===== src/rtl/im_port_arbiter.sv =====
// Single-port instruction RAM arbiter shared by the fetch stage (reads) and the program loader (writes).
// Range/alignment-checks every access and bounds loader bursts so fetch is never starved.
module im_port_arbiter #(
   parameter int          AW        = 12,
   parameter logic [31:0] BASE      = 32'h0000_3000,
   parameter logic [31:0] LIMIT     = 32'h0000_4FFF,
   parameter logic [4:0]  EXC_ADEL  = 5'd4,
   parameter int          MAX_BURST = 4
) (
   input  logic          clk,
   input  logic          reset_n,
   input  logic          f_req,
   input  logic [31:0]   f_addr,
   input  logic          f_flush,
   output logic          f_gnt,
   output logic          f_rvalid,
   output logic [31:0]   f_rdata,
   output logic [4:0]    f_exc,
   input  logic          l_req,
   input  logic [31:0]   l_addr,
   input  logic [31:0]   l_wdata,
   output logic          l_gnt,
   output logic          l_err,
   output logic          mem_en,
   output logic          mem_we,
   output logic [AW-1:0] mem_addr,
   output logic [31:0]   mem_wdata,
   input  logic [31:0]   mem_rdata
);

   localparam int BW = $clog2(MAX_BURST + 1);
   localparam logic [BW-1:0] MAX_B  = BW'(MAX_BURST);
   localparam logic [AW-1:0] BASE_W = BASE[AW+1:2];

   typedef enum logic [1:0] {IDLE, RD, EXC} state_t;

   state_t          state_q, state_d;
   logic [BW-1:0]   burst_cnt_q, burst_cnt_d;
   logic            f_legal, l_legal;

   function automatic logic is_legal(input logic [31:0] a);
      return (a >= BASE) && (a <= LIMIT) && (a[1:0] == 2'b00);
   endfunction

   always_ff @(posedge clk or negedge reset_n) begin
      if (!reset_n) begin
         state_q     <= IDLE;
         burst_cnt_q <= '0;
      end else begin
         state_q     <= state_d;
         burst_cnt_q <= burst_cnt_d;
      end
   end

   always_comb begin
      f_gnt       = 1'b0;
      l_gnt       = 1'b0;
      l_err       = 1'b0;
      mem_en      = 1'b0;
      mem_we      = 1'b0;
      mem_addr    = '0;
      mem_wdata   = '0;
      f_rvalid    = 1'b0;
      f_rdata     = '0;
      f_exc       = '0;
      state_d     = IDLE;
      burst_cnt_d = burst_cnt_q;
      f_legal     = is_legal(f_addr);
      l_legal     = is_legal(l_addr);

      // Grants are held off during reset so every output reads 0 while reset_n is low.
      if (reset_n) begin
         if (l_req && (!f_req || (burst_cnt_q < MAX_B))) begin
            l_gnt = 1'b1;
         end else if (f_req) begin
            f_gnt = 1'b1;
         end
      end

      // BASE is word aligned, so subtracting only the word-index bits gives the same result as the full subtract.
      if (l_gnt) begin
         if (l_legal) begin
            mem_en    = 1'b1;
            mem_we    = 1'b1;
            mem_addr  = l_addr[AW+1:2] - BASE_W;
            mem_wdata = l_wdata;
         end else begin
            l_err = 1'b1;
         end
      end

      if (f_gnt) begin
         if (f_legal) begin
            mem_en   = 1'b1;
            mem_addr = f_addr[AW+1:2] - BASE_W;
            state_d  = RD;
         end else begin
            state_d  = EXC;
         end
      end

      if (!f_req || f_gnt) begin
         burst_cnt_d = '0;
      end else if (l_gnt) begin
         burst_cnt_d = burst_cnt_q + BW'(1);
      end

      // A flush only masks the response due now; a fetch granted this cycle still completes.
      if (!f_flush) begin
         case (state_q)
            RD: begin
               f_rvalid = 1'b1;
               f_rdata  = mem_rdata;
            end
            EXC: begin
               f_rvalid = 1'b1;
               f_exc    = EXC_ADEL;
            end
            default: ;
         endcase
      end
   end

endmodule


===== config.mk =====
export PLATFORM = sky130hd
export DESIGN_NAME = im_port_arbiter
export DESIGN_NICKNAME = d
export VERILOG_FILES = /design/src/rtl/im_port_arbiter.sv
export SDC_FILE = /design/constraint.sdc
export NUM_CORES = 1
export LEC_CHECK = 0
export CELL_PAD_IN_SITES_DETAIL_PLACEMENT = 1
export CELL_PAD_IN_SITES_GLOBAL_PLACEMENT = 2
export CORE_ASPECT_RATIO = 1.4
export CORE_MARGIN = 3
export CORE_UTILIZATION = 10
export CTS_BUF_LIST = sky130_fd_sc_hd__clkbuf_2
export CTS_CLUSTER_SIZE = 25
export DETAILED_ROUTE_END_ITERATION = 12
export GPL_TIMING_DRIVEN = 1
export PLACE_DENSITY_LB_ADDON = 0.3
export SLEW_MARGIN = 20
export SYNTH_ARGS = -nofsm -noshare
export SYNTH_HDL_FRONTEND = slang
export SYNTH_SLANG_ARGS = --single-unit

===== constraint.sdc =====
create_clock -name clk -period 5.01 [get_ports clk]
set_input_delay 1.002 -clock clk [delete_from_list [all_inputs] [get_ports clk]]
set_output_delay 1.002 -clock clk [all_outputs]
set_load 0.01 [all_outputs]

== Yosys cells after proc, flatten, opt, wreduce, memory -nomap -nowiden ==
Index checks and enable logic that the tools add are counted.

* Register bits: 5
* RAM bits: 0
* Latch bits: 0
* Bits in read-only memories: 0
* Output and inout bits: 87
* Input bits: 133
* Word-level logic and storage cells: 51
* Memories kept: 0

* $add $sub $neg: 3
* Muxes and demuxes: 27
* Reductions and logical operators: 12
* Div/mod/pow operators: 0
* Equality and inequality tests: 2
* $lt $le $gt $ge: 5
* Bitwise gates (word level): 0
* Multiply operators: 0
* Shifts and indexed selects: 0

{| class="wikitable"
|+ Operators with widths
! operator !! number
|-
| 32-bit two-way mux || 4
|-
| 32-bit by 14-bit >= comparator with 1-bit output (second input constant) || 2
|-
| 32-bit by 15-bit <= comparator with 1-bit output (second input constant) || 2
|-
| 12-bit two-way mux || 4
|-
| 12-bit subtractor (second input constant) || 2
|-
| 1-bit two-way mux || 13
|-
| 3-bit two-way mux || 4
|-
| 1-bit logical AND || 5
|-
| 2-bit zero test || 2
|-
| 2-bit two-way mux || 2
|-
| 3-bit by 1-bit adder with 3-bit output (second input constant) || 1
|-
| 3-bit less-than comparator (second input constant) || 1
|-
| 2-bit by 1-bit == test with 1-bit output (second input constant) || 1
|-
| 2-bit == test (second input constant) || 1
|-
| 1-bit logical OR || 2
|-
| 2-bit nonzero test || 1
|-
| 2-bit OR reduction || 1
|-
| 1-bit zero test || 1
|}

== Depth between registers and ports, before layout ==
* Depth after elaboration: 8
* Mapped depth: 8
* Mapped depth without buffers: 6

== Worst setup path after synthesis ==
OpenSTA, ideal clock, no wires.

* Path type: input-to-output
* From: input port l_addr[12]
* To: output port mem_wdata[22]
* Data required time: 4.008 ns
* Buffers on the path: 2
* Arrival: 2.118 ns
* Stages on the path: 8
* Path slack: 1.890 ns
* Path through: inv_1 ha_1 mux2i_1 nor4_2 and3_1 buf_4 buf_6 and2_1

* Word-level cells in the longest chain between the ends: 5
* Elaborated cells between the ends (all ways): 6
* Classes of those cells: 2 x order compare; 2 x mux; 2 x reduce/logical

{| class="wikitable"
|+ Ends and longest elaborated chain
! what !! RTL line !! source
|-
| start, declared || 20 || <nowiki>input logic [31:0] l_addr,</nowiki>
|-
| 32-bit by 14-bit >= comparator with 1-bit output or 32-bit by 15-bit <= comparator with 1-bit output (tied branches) || 42 || <nowiki>return (a >= BASE) && (a <= LIMIT) && (a[1:0] == 2'b00);</nowiki>
|-
| 1-bit logical AND * (2 in series) || 42 ||
|-
| 32-bit two-way mux * || 82 || <nowiki>if (l_legal) begin</nowiki>
|-
| 32-bit two-way mux * || 81 || <nowiki>if (l_gnt) begin</nowiki>
|-
| end, declared || 27 || <nowiki>output logic [31:0] mem_wdata,</nowiki>
|}

Mark *: on every way between the ends. The rest lies on a longest branch, timed or not.

== Worst setup path after layout ==
* From: input port f_addr[12]
* To: output port mem_en

* Word-level cells in the longest chain between the ends: 5
* Elaborated cells between the ends (all ways): 6
* Classes of those cells: 2 x order compare; 2 x mux; 2 x reduce/logical

{| class="wikitable"
|+ Ends and longest elaborated chain
! what !! RTL line !! source
|-
| start, declared || 13 || <nowiki>input logic [31:0] f_addr,</nowiki>
|-
| 32-bit by 14-bit >= comparator with 1-bit output or 32-bit by 15-bit <= comparator with 1-bit output (tied branches) || 42 ||
|-
| 1-bit logical AND * (2 in series) || 42 ||
|-
| 1-bit two-way mux * || 93 || <nowiki>if (f_legal) begin</nowiki>
|-
| 1-bit two-way mux * || 92 || <nowiki>if (f_gnt) begin</nowiki>
|-
| end, declared || 24 || <nowiki>output logic mem_en,</nowiki>
|}

Marks and branches as above.

==> load_flow_metrics.sql <==
INSERT INTO impl_metrics (metric_group, metric, value, unit) VALUES
('status', 'run_status', 'completed', ''),
('routing', 'drtAntennaViolNets', '0', ''),
('routing', 'first_iter_violations', '10', ''),
('floorplan', 'core_region_area', '0.01151', 'mm^2'),
('global_routing', 'globalRouteOverflowTotal', '0', ''),
('worst_setup_path', 'critPathKind', 'in -> out', ''),
('cts', 'clkLatencyLatePin', '220', 'ps'),
('cts', 'clock_tree_from_tritoncts', 'built', ''),
('cts', 'postCtsSetupBuffers', '0', ''),
('final_layout', 'n_antenna_cell', '0', ''),
('worst_hold_path', 'min_path_cells', '2', ''),
('final_layout', 'postLayoutCellArea', '0.003502', 'mm^2'),
('final_layout', 'fin_cells', '528', ''),
('worst_setup_path', 'reg2reg_setup_slack', '3760', 'ps'),
('worst_hold_path', 'min_delay_worst_endpoint', 'burst_cnt_q[1]', ''),
('worst_setup_path', 'most_repeated_library_cell_on_the_critical_path', 'sky130_fd_sc_hd__clkdlybuf4s50_1', ''),
('floorplan', 'pin_count', '220', ''),
('routing', 'vias_per_cell', '3.936', ''),
('logic_synthesis', 'synthCells', '172', ''),
('logic_synthesis', 'yosys_register_bits', '5', ''),
('worst_setup_path', 'critical_path.slowest_cell', 'sky130_fd_sc_hd__clkdlybuf4s50_1', ''),
('cts', 'worst_setup_hold_path_clk_slew', '60', 'ps'),
('worst_setup_path', 'critPathArrivalTime', '3400', 'ps'),
('logic_synthesis', 'synth_enable_flop_cells', '0', ''),
('worst_setup_path', 'r2r-end', 'state_q[1]', ''),
('place', 'place_congestion', '0.7825', ''),
('floorplan', 'floorplan.die.width', '98.48', 'um'),
('worst_hold_path', 'worstHoldStart', 'burst_cnt_q[1]', ''),
('final_layout', 'syn2layout_area_growth', '192.5', '%'),
('worst_setup_path', 'critPathCaptureType', 'primary output', ''),
('floorplan', 'num_rows', '46', ''),
('worst_setup_path', 'timing.reg2reg.worst_path_depth', '4', ''),
('place', 'placed_cells', '524', ''),
('timing', 'maxSlewViolCount', '0', ''),
('cts', 'clock_path_buffers', '2', ''),
('timing', 'slew_headroom', '0.6084', ''),
('timing', 'final_hold_viol_count', '0', ''),
('worst_setup_path', 'cp_data_required_time', '4010', 'ps'),
('timing', 'finalCriticalPeriod', '4401', 'ps'),
('worst_hold_path', 'worstHoldPathType', 'reg -> reg', ''),
('global_routing', 'grt_use_total', '0.1057', ''),
('job', 'max-cap-violations', '0', ''),
('floorplan', 'initial_util', '0.1040', ''),
('global_routing', 'first_pass_grt_wire_length', '11300', 'um'),
('cts', 'cts-htree-levels', '1', ''),
('cts', 'hold_fix_buffers_cts', '0', ''),
('logic_synthesis', 'ys_types', '28', ''),
('logic_synthesis', 'synth-async-reset-ratio', '1.000', ''),
('worst_setup_path', 'reg2reg_from', 'burst_cnt_q[2]', ''),
('timing', 'worst_pin_slew', '586.8', 'ps'),
('final_layout', 'fillers', '1370', ''),
('global_routing', 'grt_max_degree', '33', ''),
('final_layout', 'layout_common_cells', 'sky130_fd_sc_hd__clkdlybuf4s50_1, sky130_fd_sc_hd__and2_1, sky130_fd_sc_hd__nand4_1', ''),
('timing', 'fmax', '227.2', 'MHz'),
('logic_synthesis', 'syn_avg_cell_area', '6.962', 'um^2'),
('global_routing', 'antenna_violations_before_repair', '0', ''),
('timing', 'timing.final.setup_violations', '0', ''),
('routing', 'drt-total-wl', '7770', 'um'),
('pwr', 'ir_worst_vdd', '0.02912', 'mV'),
('routing', 'drt-pass1-iter-count', '3', ''),
('global_routing', 'via_count_of_the_first_global_routing_pass', '2063', ''),
('cts', 'cts_sinks', '5', ''),
('timing', 'grt_setup_unrepaired', 'false', ''),
('timing', 'timing.final.crit_share', '0.8785', ''),
('worst_setup_path', 'worstPathMaxFanout', '14', ''),
('timing', 'fin_worst_hold_slack', '557.6', 'ps'),
('routing', 'routed_wire_length_per_instance', '14.72', 'um'),
('worst_setup_path', 'max_stage_delay', '520', 'ps'),
('worst_setup_path', 'critPathLaunchType', 'input port', ''),
('final_layout', 'most_common_cell_after_layout_fill_and_taps_aside', 'sky130_fd_sc_hd__clkdlybuf4s50_1', ''),
('cts', 'clockRootBuffer', 'sky130_fd_sc_hd__clkbuf_2', '');
[area by class of cell]
type	count	area [um^2]	share of cell area
repair buffers	222	2205	0.6295
inverters	6	22.52	0.006431
clock buffers	4	20.02	0.005716
well taps	144	180.2	0.05145
multi-input cells	147	949.7	0.2712
flip-flops and latches	5	125.1	0.03573
[stage by stage]
stage          utilization  setup slack, ps  total power, mW
3_5_place_dp        0.3025            588.1           0.1708
6_report            0.3042            608.9           0.2067
2_1_floorplan            -             1890          0.05942
4_1_cts             0.3042            574.0           0.2113
5_1_grt             0.3042            467.6           0.2213
3_3_place_gp        0.3025            529.0           0.1695
[power by group]
part	total [mW]	internal (mW)	switching (mW)	leakage (nW)
combinational	0.127	0.0991	0.0275	1.30
clock	0.0381	0.0211	0.0170	0.0166
sequential	0.0419	0.0413	0.000584	0.0687
[metal layers]
metal / global-route usage / up-vias / part of all wire
li1: - / 1004 / -
met1: 0.1174 / 915 / 0.37
met2: 0.1998 / 154 / 0.51
met3: 0.02937 / 5 / 0.11
met4: 0.02050 / 0 / 0.0072
met5: 0 / - / 0
[worst max path at each step]
stage                          start       endpoint
after floorplan           l_addr[12]  mem_wdata[22]
after global placement     f_addr[1]   mem_addr[10]
after detailed placement   f_addr[1]   mem_addr[10]
after CTS                  f_addr[1]   mem_addr[10]
after global routing       f_addr[0]   mem_addr[10]
final                     f_addr[12]         mem_en
[cells by family after synthesis]
group,synth area share
AND/OR/NAND/NOR,0.6405
multiplexers,0.02612
AO/OA/AOI/OAI,0.04076
buffers and inverters,0.1118
flip-flops,0.1045
other,0.003132
adder cells (fa/ha/maj),0.07314
[sequential cells by signal, summed over array words and instances (netlist names)]
signal	cells
burst_cnt_q	3
state_q	2
[cells in the mapped netlist (3+ instances only)]
master,instances,area share
sky130_fd_sc_hd__inv_1,6,0.019
sky130_fd_sc_hd__and4_1,3,0.022
sky130_fd_sc_hd__nor2b_1,3,0.016
sky130_fd_sc_hd__ha_1,7,0.073
sky130_fd_sc_hd__buf_4,6,0.038
sky130_fd_sc_hd__nand4_1,22,0.11
sky130_fd_sc_hd__clkbuf_1,6,0.019
sky130_fd_sc_hd__nor4_1,6,0.031
sky130_fd_sc_hd__a21boi_0,4,0.025
sky130_fd_sc_hd__buf_6,3,0.028
sky130_fd_sc_hd__nand2_1,14,0.044
sky130_fd_sc_hd__dfrtp_1,5,0.10
sky130_fd_sc_hd__and2_1,65,0.34
[critical path: cells and delay by family]
| family | cells | cell delay, ps |
|---|---|---|
| simple gates | 3 | 880 |
| buf+inv | 3 | 1060 |
| fa+ha+maj | 1 | 190 |
| mux | 1 | 260 |
No activity file was read; power rests on OpenSTA's default activity.
